## src/rtl/lsu_ctrl.sv

```systemverilog
// Load/store unit controller: sequences word and sub-word accesses to a
// 128-word data memory with combinational read data, including read-modify-write.
module lsu_ctrl (
    input  logic        clk,
    input  logic        rst,
    input  logic        req_valid,
    output logic        req_ready,
    input  logic        req_we,
    input  logic [1:0]  req_size,
    input  logic        req_unsigned,
    input  logic [31:0] req_addr,
    input  logic [31:0] req_wdata,
    output logic        rsp_valid,
    output logic [31:0] rsp_rdata,
    output logic        rsp_err,
    output logic [1:0]  DMWr,
    output logic [6:0]  dm_addr,
    output logic [31:0] dm_din,
    input  logic [31:0] dm_dout
);

    typedef enum logic [1:0] {IDLE, READ, WRITE, RESP} state_t;

    localparam logic [1:0] SZ_WORD = 2'b00;
    localparam logic [1:0] SZ_HALF = 2'b01;
    localparam logic [1:0] SZ_BYTE = 2'b10;

    state_t      state_q, state_d;
    logic        we_q, we_d;
    logic [1:0]  size_q, size_d;
    logic        uns_q, uns_d;
    logic [8:0]  addr_q, addr_d;
    logic [15:0] wdata_q, wdata_d;
    logic [31:0] rdata_q, rdata_d;
    logic        err_q, err_d;
    logic [31:0] din_q, din_d;
    logic        accept;
    logic        unused_addr_hi;

    // Upper address bits are deliberately dropped: the address space wraps at 512 bytes.
    assign unused_addr_hi = ^req_addr[31:9];

    function automatic logic bad_request(input logic [1:0] size, input logic [1:0] lane);
        case (size)
            SZ_WORD: return lane != 2'b00;
            SZ_HALF: return lane[0];
            SZ_BYTE: return 1'b0;
            default: return 1'b1;
        endcase
    endfunction

    function automatic logic [31:0] load_extract(input logic [31:0] word, input logic [1:0] size,
                                                 input logic [1:0] lane, input logic uns);
        logic [15:0] h;
        logic [7:0]  b;
        h = lane[1] ? word[31:16] : word[15:0];
        b = word[{lane, 3'b000} +: 8];
        case (size)
            SZ_HALF: return uns ? {16'h0000, h} : {{16{h[15]}}, h};
            SZ_BYTE: return uns ? {24'h000000, b} : {{24{b[7]}}, b};
            default: return word;
        endcase
    endfunction

    function automatic logic [31:0] store_merge(input logic [31:0] word, input logic [15:0] wdata,
                                                input logic [1:0] size, input logic [1:0] lane);
        logic [31:0] m;
        m = word;
        if (size == SZ_HALF) begin
            m[{lane[1], 4'b0000} +: 16] = wdata;
        end else begin
            m[{lane, 3'b000} +: 8] = wdata[7:0];
        end
        return m;
    endfunction

    assign req_ready = (state_q == IDLE) && !rst;
    assign accept    = req_valid && req_ready;
    assign rsp_valid = (state_q == RESP);
    assign rsp_rdata = rdata_q;
    assign rsp_err   = err_q;
    assign DMWr      = ((state_q == WRITE) && !rst) ? 2'b01 : 2'b00;
    assign dm_addr   = addr_q[8:2];
    assign dm_din    = din_q;

    always_comb begin
        state_d = state_q;
        we_d    = we_q;
        size_d  = size_q;
        uns_d   = uns_q;
        addr_d  = addr_q;
        wdata_d = wdata_q;
        rdata_d = rdata_q;
        err_d   = err_q;
        din_d   = din_q;
        case (state_q)
            IDLE: begin
                if (accept) begin
                    we_d    = req_we;
                    size_d  = req_size;
                    uns_d   = req_unsigned;
                    addr_d  = req_addr[8:0];
                    wdata_d = req_wdata[15:0];
                    if (bad_request(req_size, req_addr[1:0])) begin
                        state_d = RESP;
                        err_d   = 1'b1;
                        rdata_d = 32'h0;
                    end else if (req_we && req_size == SZ_WORD) begin
                        state_d = WRITE;
                        din_d   = req_wdata;
                    end else begin
                        state_d = READ;
                    end
                end
            end
            READ: begin
                // Sub-word stores reuse READ to fetch the word they will merge into.
                if (we_q) begin
                    din_d   = store_merge(dm_dout, wdata_q, size_q, addr_q[1:0]);
                    state_d = WRITE;
                end else begin
                    rdata_d = load_extract(dm_dout, size_q, addr_q[1:0], uns_q);
                    err_d   = 1'b0;
                    state_d = RESP;
                end
            end
            WRITE: begin
                rdata_d = 32'h0;
                err_d   = 1'b0;
                state_d = RESP;
            end
            default: state_d = IDLE;
        endcase
    end

    always_ff @(posedge clk) begin
        if (rst) begin
            state_q <= IDLE;
            we_q    <= 1'b0;
            size_q  <= 2'b00;
            uns_q   <= 1'b0;
            addr_q  <= 9'h000;
            wdata_q <= 16'h0000;
            rdata_q <= 32'h0;
            err_q   <= 1'b0;
            din_q   <= 32'h0;
        end else begin
            state_q <= state_d;
            we_q    <= we_d;
            size_q  <= size_d;
            uns_q   <= uns_d;
            addr_q  <= addr_d;
            wdata_q <= wdata_d;
            rdata_q <= rdata_d;
            err_q   <= err_d;
            din_q   <= din_d;
        end
    end

endmodule

```

## config.mk

```make
export PLATFORM = sky130hd
export DESIGN_NAME = lsu_ctrl
export DESIGN_NICKNAME = d
export VERILOG_FILES = /design/src/rtl/lsu_ctrl.sv
export SDC_FILE = /design/constraint.sdc
export NUM_CORES = 1
export LEC_CHECK = 0
export CAP_MARGIN = 25
export CORE_MARGIN = 2
export CORE_UTILIZATION = 40
export DETAILED_ROUTE_END_ITERATION = 16
export GPL_TIMING_DRIVEN = 0
export PLACE_DENSITY = 0.75
export REMOVE_ABC_BUFFERS = 1
export SYNTH_ARGS = -nofsm -noshare
export SYNTH_HDL_FRONTEND = slang
export SYNTH_SLANG_ARGS = --single-unit
```

## constraint.sdc

```tcl
create_clock -name clk -period 2.46 [get_ports clk]
set_clock_uncertainty 0.05 [all_clocks]
set_input_delay 0.369 -clock clk [delete_from_list [all_inputs] [get_ports clk]]
set_output_delay 0.369 -clock clk [all_outputs]
set_load 0.1 [all_outputs]
```

* After elaboration in Yosys (flattened, before gate mapping)
Index checks and enable logic that the tools add are counted.
** Operators by class
- $add $sub $neg :: 2
- Div/mod/pow operators :: 0
- $lt $le $gt $ge :: 0
- Equal/unequal tests :: 13
- Shift operators :: 5
- Reductions and logical operators :: 13
- Multipliers :: 0
- Multiplexer cells :: 29
- Bitwise operators :: 0
** Operators by type and width (number)
- two-way mux 32 bit :: 10
- one-hot mux 32 bit (2 select lines) :: 2
- one-hot mux 32 bit (3 select lines) :: 1
- bitwise mux 32 bit :: 2
- variable shift 16 x 7 -> 32 bit (first input constant) :: 1
- variable shift 8 x 7 -> 32 bit (first input constant) :: 1
- indexed part select 16 x 7 -> 32 bit :: 1
- indexed part select 32 x 6 -> 8 bit :: 1
- indexed part select 8 x 7 -> 32 bit :: 1
- two-way mux 16 bit :: 1
- negation 5 -> 7 bit :: 2
- equality test 2 bit (second input constant) :: 4
- != test 2 bit (second input constant) :: 4
- two-way mux 1 bit :: 7
- equality test 2 x 1 -> 1 bit (second input constant) :: 3
- two-way mux 2 bit :: 3
- one-hot mux 1 bit (3 select lines) :: 2
- one-hot mux 2 bit (3 select lines) :: 1
- AND reduction 5 bit :: 1
- logical AND 1 bit :: 4
- logical NOT 2 bit :: 2
- != test 2 x 1 -> 1 bit (second input constant) :: 2
- AND reduction 4 bit :: 1
- nonzero test 2 bit :: 2
- 3 further kinds :: 3
** Storage, ports and cells
- Bits in latches :: 0
- Register bits after elaboration :: 96
- Word-level logic and storage cells :: 71
- Memory bits (writable) :: 0
- Bits in read-only memories :: 0
- Output and inout bits :: 76
- Input bits :: 103
- Memories kept :: 0

* Longest topological paths before layout
- Depth in word-level cells :: 8
- Mapped depth :: 11
- Depth with buffers taken out :: 7

* Least setup slack after synthesis
OpenSTA, ideal clock, no wires.
- Path kind :: register -> register
- From :: register state_q[0]
- To :: register addr_q[0]
- Library setup time :: 0.087 ns
- Clock period less this slack :: 3.109 ns
- Data required time :: 2.323 ns
- Cell stages (with the launch flop) :: 11
- Data arrival time :: 2.972 ns
- Path slack :: -0.649 ns
- Path buffers :: 3
- Cells stage by stage :: dfxtp_1 -> inv_1 -> ha_1 -> buf_2 -> inv_1 -> nor2_1 -> and2_1 -> clkbuf_1 -> clkbuf_1 -> nand2_1 -> o31ai_1
** Between the ends
- Longest elaborated chain between the ends :: 4
** Ends and longest elaborated chain
- start, declared :: RTL line 28 : state_t state_q, state_d;
- start signal, assigned :: RTL line 148 : state_q <= state_d;
- logical NOT 2 bit :: RTL line 77 : assign req_ready = (state_q == IDLE) && !rst;
- logical AND 1 bit :: RTL line 77
- named net req_ready :: RTL line 7 : output logic req_ready,
- logical AND 1 bit :: RTL line 78 : assign accept = req_valid && req_ready;
- AND reduction 2 bit (no line)
- end signal, assigned :: RTL line 152 : addr_q <= addr_d;
- end, declared :: RTL line 32 : logic [8:0] addr_q, addr_d;
The timed path passes the listed nets, and every way through them passes these cells.
A chain may end at the register's enable or synchronous reset.

* Final worst setup path
- From :: input port req_we
- To :: register din_q[20], in the netlist dm_din[20]
** Between the ends
- Longest elaborated chain between the ends :: 3
** Ends and longest elaborated chain
- start, declared :: RTL line 8 : input logic req_we,
- logical AND 1 bit :: RTL line 108 : end else if (req_we && req_size == SZ_WORD) begin
- != test 2 x 1 -> 1 bit (no line)
- AND reduction 5 bit (no line)
- end signal, assigned :: RTL line 156 : din_q <= din_d;
- end, declared :: RTL line 36 : logic [31:0] din_q, din_d;
Every way passes these cells.

==> results.md <==
* # setup viols final at 0
* Post-Place Setup Slack at -1.07 ns
* I/O Pins at 179
* Layout area overhead at 43.0%
* Crit end category: flip-flop
* RSZ-0062 raised after global routing: yes
* Crit-path slowest cell: clkdlybuf4s50_1
* Routed WL per cell at 20.5 um
* Hold crit path type: primary input to flip-flop
* Vias in the first global route at 5315
* Synth Instances at 609
* ANT nets after route at 0
* Layout Nets at 853
* Fillers at 1104
* Syn avg cell area at 8.64 um^2
* Hold_sp: req_size[0]
* CP required at 2.70 ns
* Most frequent cells in the layout: clkdlybuf4s50_1 (148), nand2_1 (99), dfxtp_1 (94), a21oi_1 (35), mux2_2 (34)
* Tcrit/Tclk final at 97.2%
* Maximum vdd ir drop at 0.000784 V
* Initial DRT Pass Iterations at 6
* Placed Cells at 886
* Max-slew violations at 0
* Worst Max-Slew Pin Slew at 1.03 ns
* Post-synth top flop: dfxtp_1
* Fin. Hold Viols at 0
* FF/Latch Area at 1930 um^2
* Cell family with the largest share of critical-path delay: simple AND/OR/NAND/NOR gates
* Leakage at 2.87 nW
* Crit start category: primary input
* Crit-path max cell delay at 0.50 ns
* Multi-input logic area at 3180 um^2
* Initial Util at 41.4%
* Vias at 5467
* Post-synth cell types at 44
* CTS tree: yes
* Die area at 14100 um^2
* Dpl hpwl at 12.8 mm
* Crit Path Class: primary input to flip-flop
* GR Overflow Total at 0
* Largest net degree at the start of global routing at 50
* Pwr dens at 1340 nW/um^2
* RR Startpoint: addr_q[1]
* CTS buffer count at 9
* Overall routing resource usage at 26.2%
* Root Driver: clkbuf_16
* Die Wd at 119 um
* EDFF count, synth at 0
* Max clock buf depth at 2
* Setup WS post-layout at 0.0696 ns
* Core area at 12700 um^2
* 1st-iter DRT viols at 493
* Worst Path Buf+Inv at 3
* CP arrival at 2.63 ns
* Clock Pin Slew Worst Setup and Hold Paths at 0.06 ns
* Slew margin rel. at 31.3%
* Hold_buf cts at 0
* Worst hold margin at 0.337 ns
* GP Congestion at 0.884
* Register area share after synthesis at 36.5%
* Ant diodes at 0
* Minimum clock period at 2.39 ns
* Row count at 41
* Total number of yosys warnings at 0
* WL final at 18.8 mm
* Die H at 119 um
* Via/cell ratio at 5.97
* FMAX at 418 MHz
* Outcome: complete, no violations
* Max Cap Viol at 0
* Most common cell after layout, fill and taps aside: clkdlybuf4s50_1
* Total power at 10.1 mW
* H-tree depth at 3
* Clk Latency, worst-skew pair at 0.35 ns
* Worst-path cell chain: clkdlybuf4s50_1 -> or4b_4 -> o31ai_4 -> buf_4 -> o211ai_4 -> buf_16 -> or3_1 -> a21oi_1
* Cell Area, Synth at 5260 um^2
* Non-Filler Instances at 916
* Clock Sinks at 96
* PortBufs at 154
* Flops & latches, synth at 96
* Post-route DRC at 0
* Layout cells sized above 1 at 13.7%
* R2R Setup Slk at 0.12 ns
* CP Max Fanout at 27
* CP startpoint: req_we
* Antenna violations before repair at 0
* Asr flop ratio synth at 0%
* Global-route wire length before repair at 29.1 mm
## per-stage QoR
| stage | area, um^2 | setup TNS, ns | utilization (%) |
|---|---|---|---|
| 2_1_floorplan | 5000 | -70.45 | - |
| 5_1_grt | 7520 | -0.0269 | 59.1 |
| 6_report | 7520 | 0 | 59.1 |
| 4_1_cts | 7420 | -0.0135 | 58.3 |
| 3_3_place_gp | 6750 | -265.99 | 53.1 |
| 3_5_place_dp | 6920 | -55.73 | 54.4 |
## cell usage after synthesis, types with 2 or more instances
library cell | count | area [um^2]
o22ai_1 | 24 | 150
clkinv_1 | 2 | 7.51
a22o_1 | 17 | 149
buf_6 | 2 | 22.5
dfxtp_1 | 96 | 1920
buf_1 | 6 | 22.5
nor2_1 | 22 | 82.6
and4_1 | 2 | 17.5
nand3b_1 | 25 | 188
ha_1 | 11 | 138
mux2_2 | 34 | 383
a221o_1 | 16 | 160
buf_2 | 6 | 30.0
o31ai_1 | 6 | 45.0
a22oi_1 | 7 | 52.6
nand2_1 | 101 | 379
nor2b_1 | 11 | 68.8
a21o_1 | 16 | 120
a221oi_1 | 32 | 280
a21oi_1 | 37 | 185
a32o_1 | 9 | 90.1
nand2b_1 | 11 | 68.8
or3_1 | 24 | 150
buf_4 | 8 | 60.1
clkbuf_1 | 35 | 131
a31oi_1 | 2 | 12.5
inv_1 | 14 | 52.6
nor3_1 | 10 | 50.1
mux2i_1 | 8 | 80.1
## layer usage
metal	wire length [um]	GRT usage [%]
met1	7670	33.3
met2	8760	42.5
met3	1900	7.72
met4	452	9.00
met5	0	0
## layout make-up
class,instances,share of cell area [%]
clock buffer,14,3.77
clock inverter,2,0.466
inverter,16,0.815
multi-input combinational,441,42.2
sequential,96,25.6
tap,172,2.86
timing repair buffer,175,24.3
## cells by family after synthesis
group                      after synthesis  share of synthesized area (%)
AOI/OAI and AO/OA                      175                           25.5
adders and majority gates               11                           2.62
and+or+nand+nor                        210                           19.9
muxes                                   43                           9.23
buffers and inverters                   73                           6.21
other                                    1                         0.0713
DFF                                     96                           36.5
## tightest hold or removal path: stages
cell,delay [ns]
dlymetal6s2s_1,0.17
nand2_1,0.08
o31ai_1,0.08
## where the power goes
| part | internal [mW] | switching (mW) |
|---|---|---|
| clock network | 0.898 | 0.602 |
| registers | 1.95 | 0.308 |
| logic | 2.02 | 4.32 |
## flip-flops by register name, indices dropped and copies added, names as in the netlist
name,cells
addr_q,9
dm_din,32
rsp_err,1
rsp_rdata,32
size_q,2
state_q,2
uns_q,1
wdata_q,16
we_q,1
## worst paths after layout
| kind | to | cells past startpoint |
|---|---|---|
| setup reg to reg | dm_din[25] | 8 |
| hold reg to reg | dm_din[8] | 2 |
| hold / removal | size_q[0] | 3 |
| setup / recovery | dm_din[20] | 8 |
## timing repair
item / in CTS / in global routing
endpoints found under the hold margin: 0 / 0
gates cloned: 2 / 0
setup buffers: 6 / 6
endpoints found under the setup margin: 69 / 57
resized for setup: 25 / 16
pin swaps: 3 / 1
No activity file was read; power rests on OpenSTA's default activity.
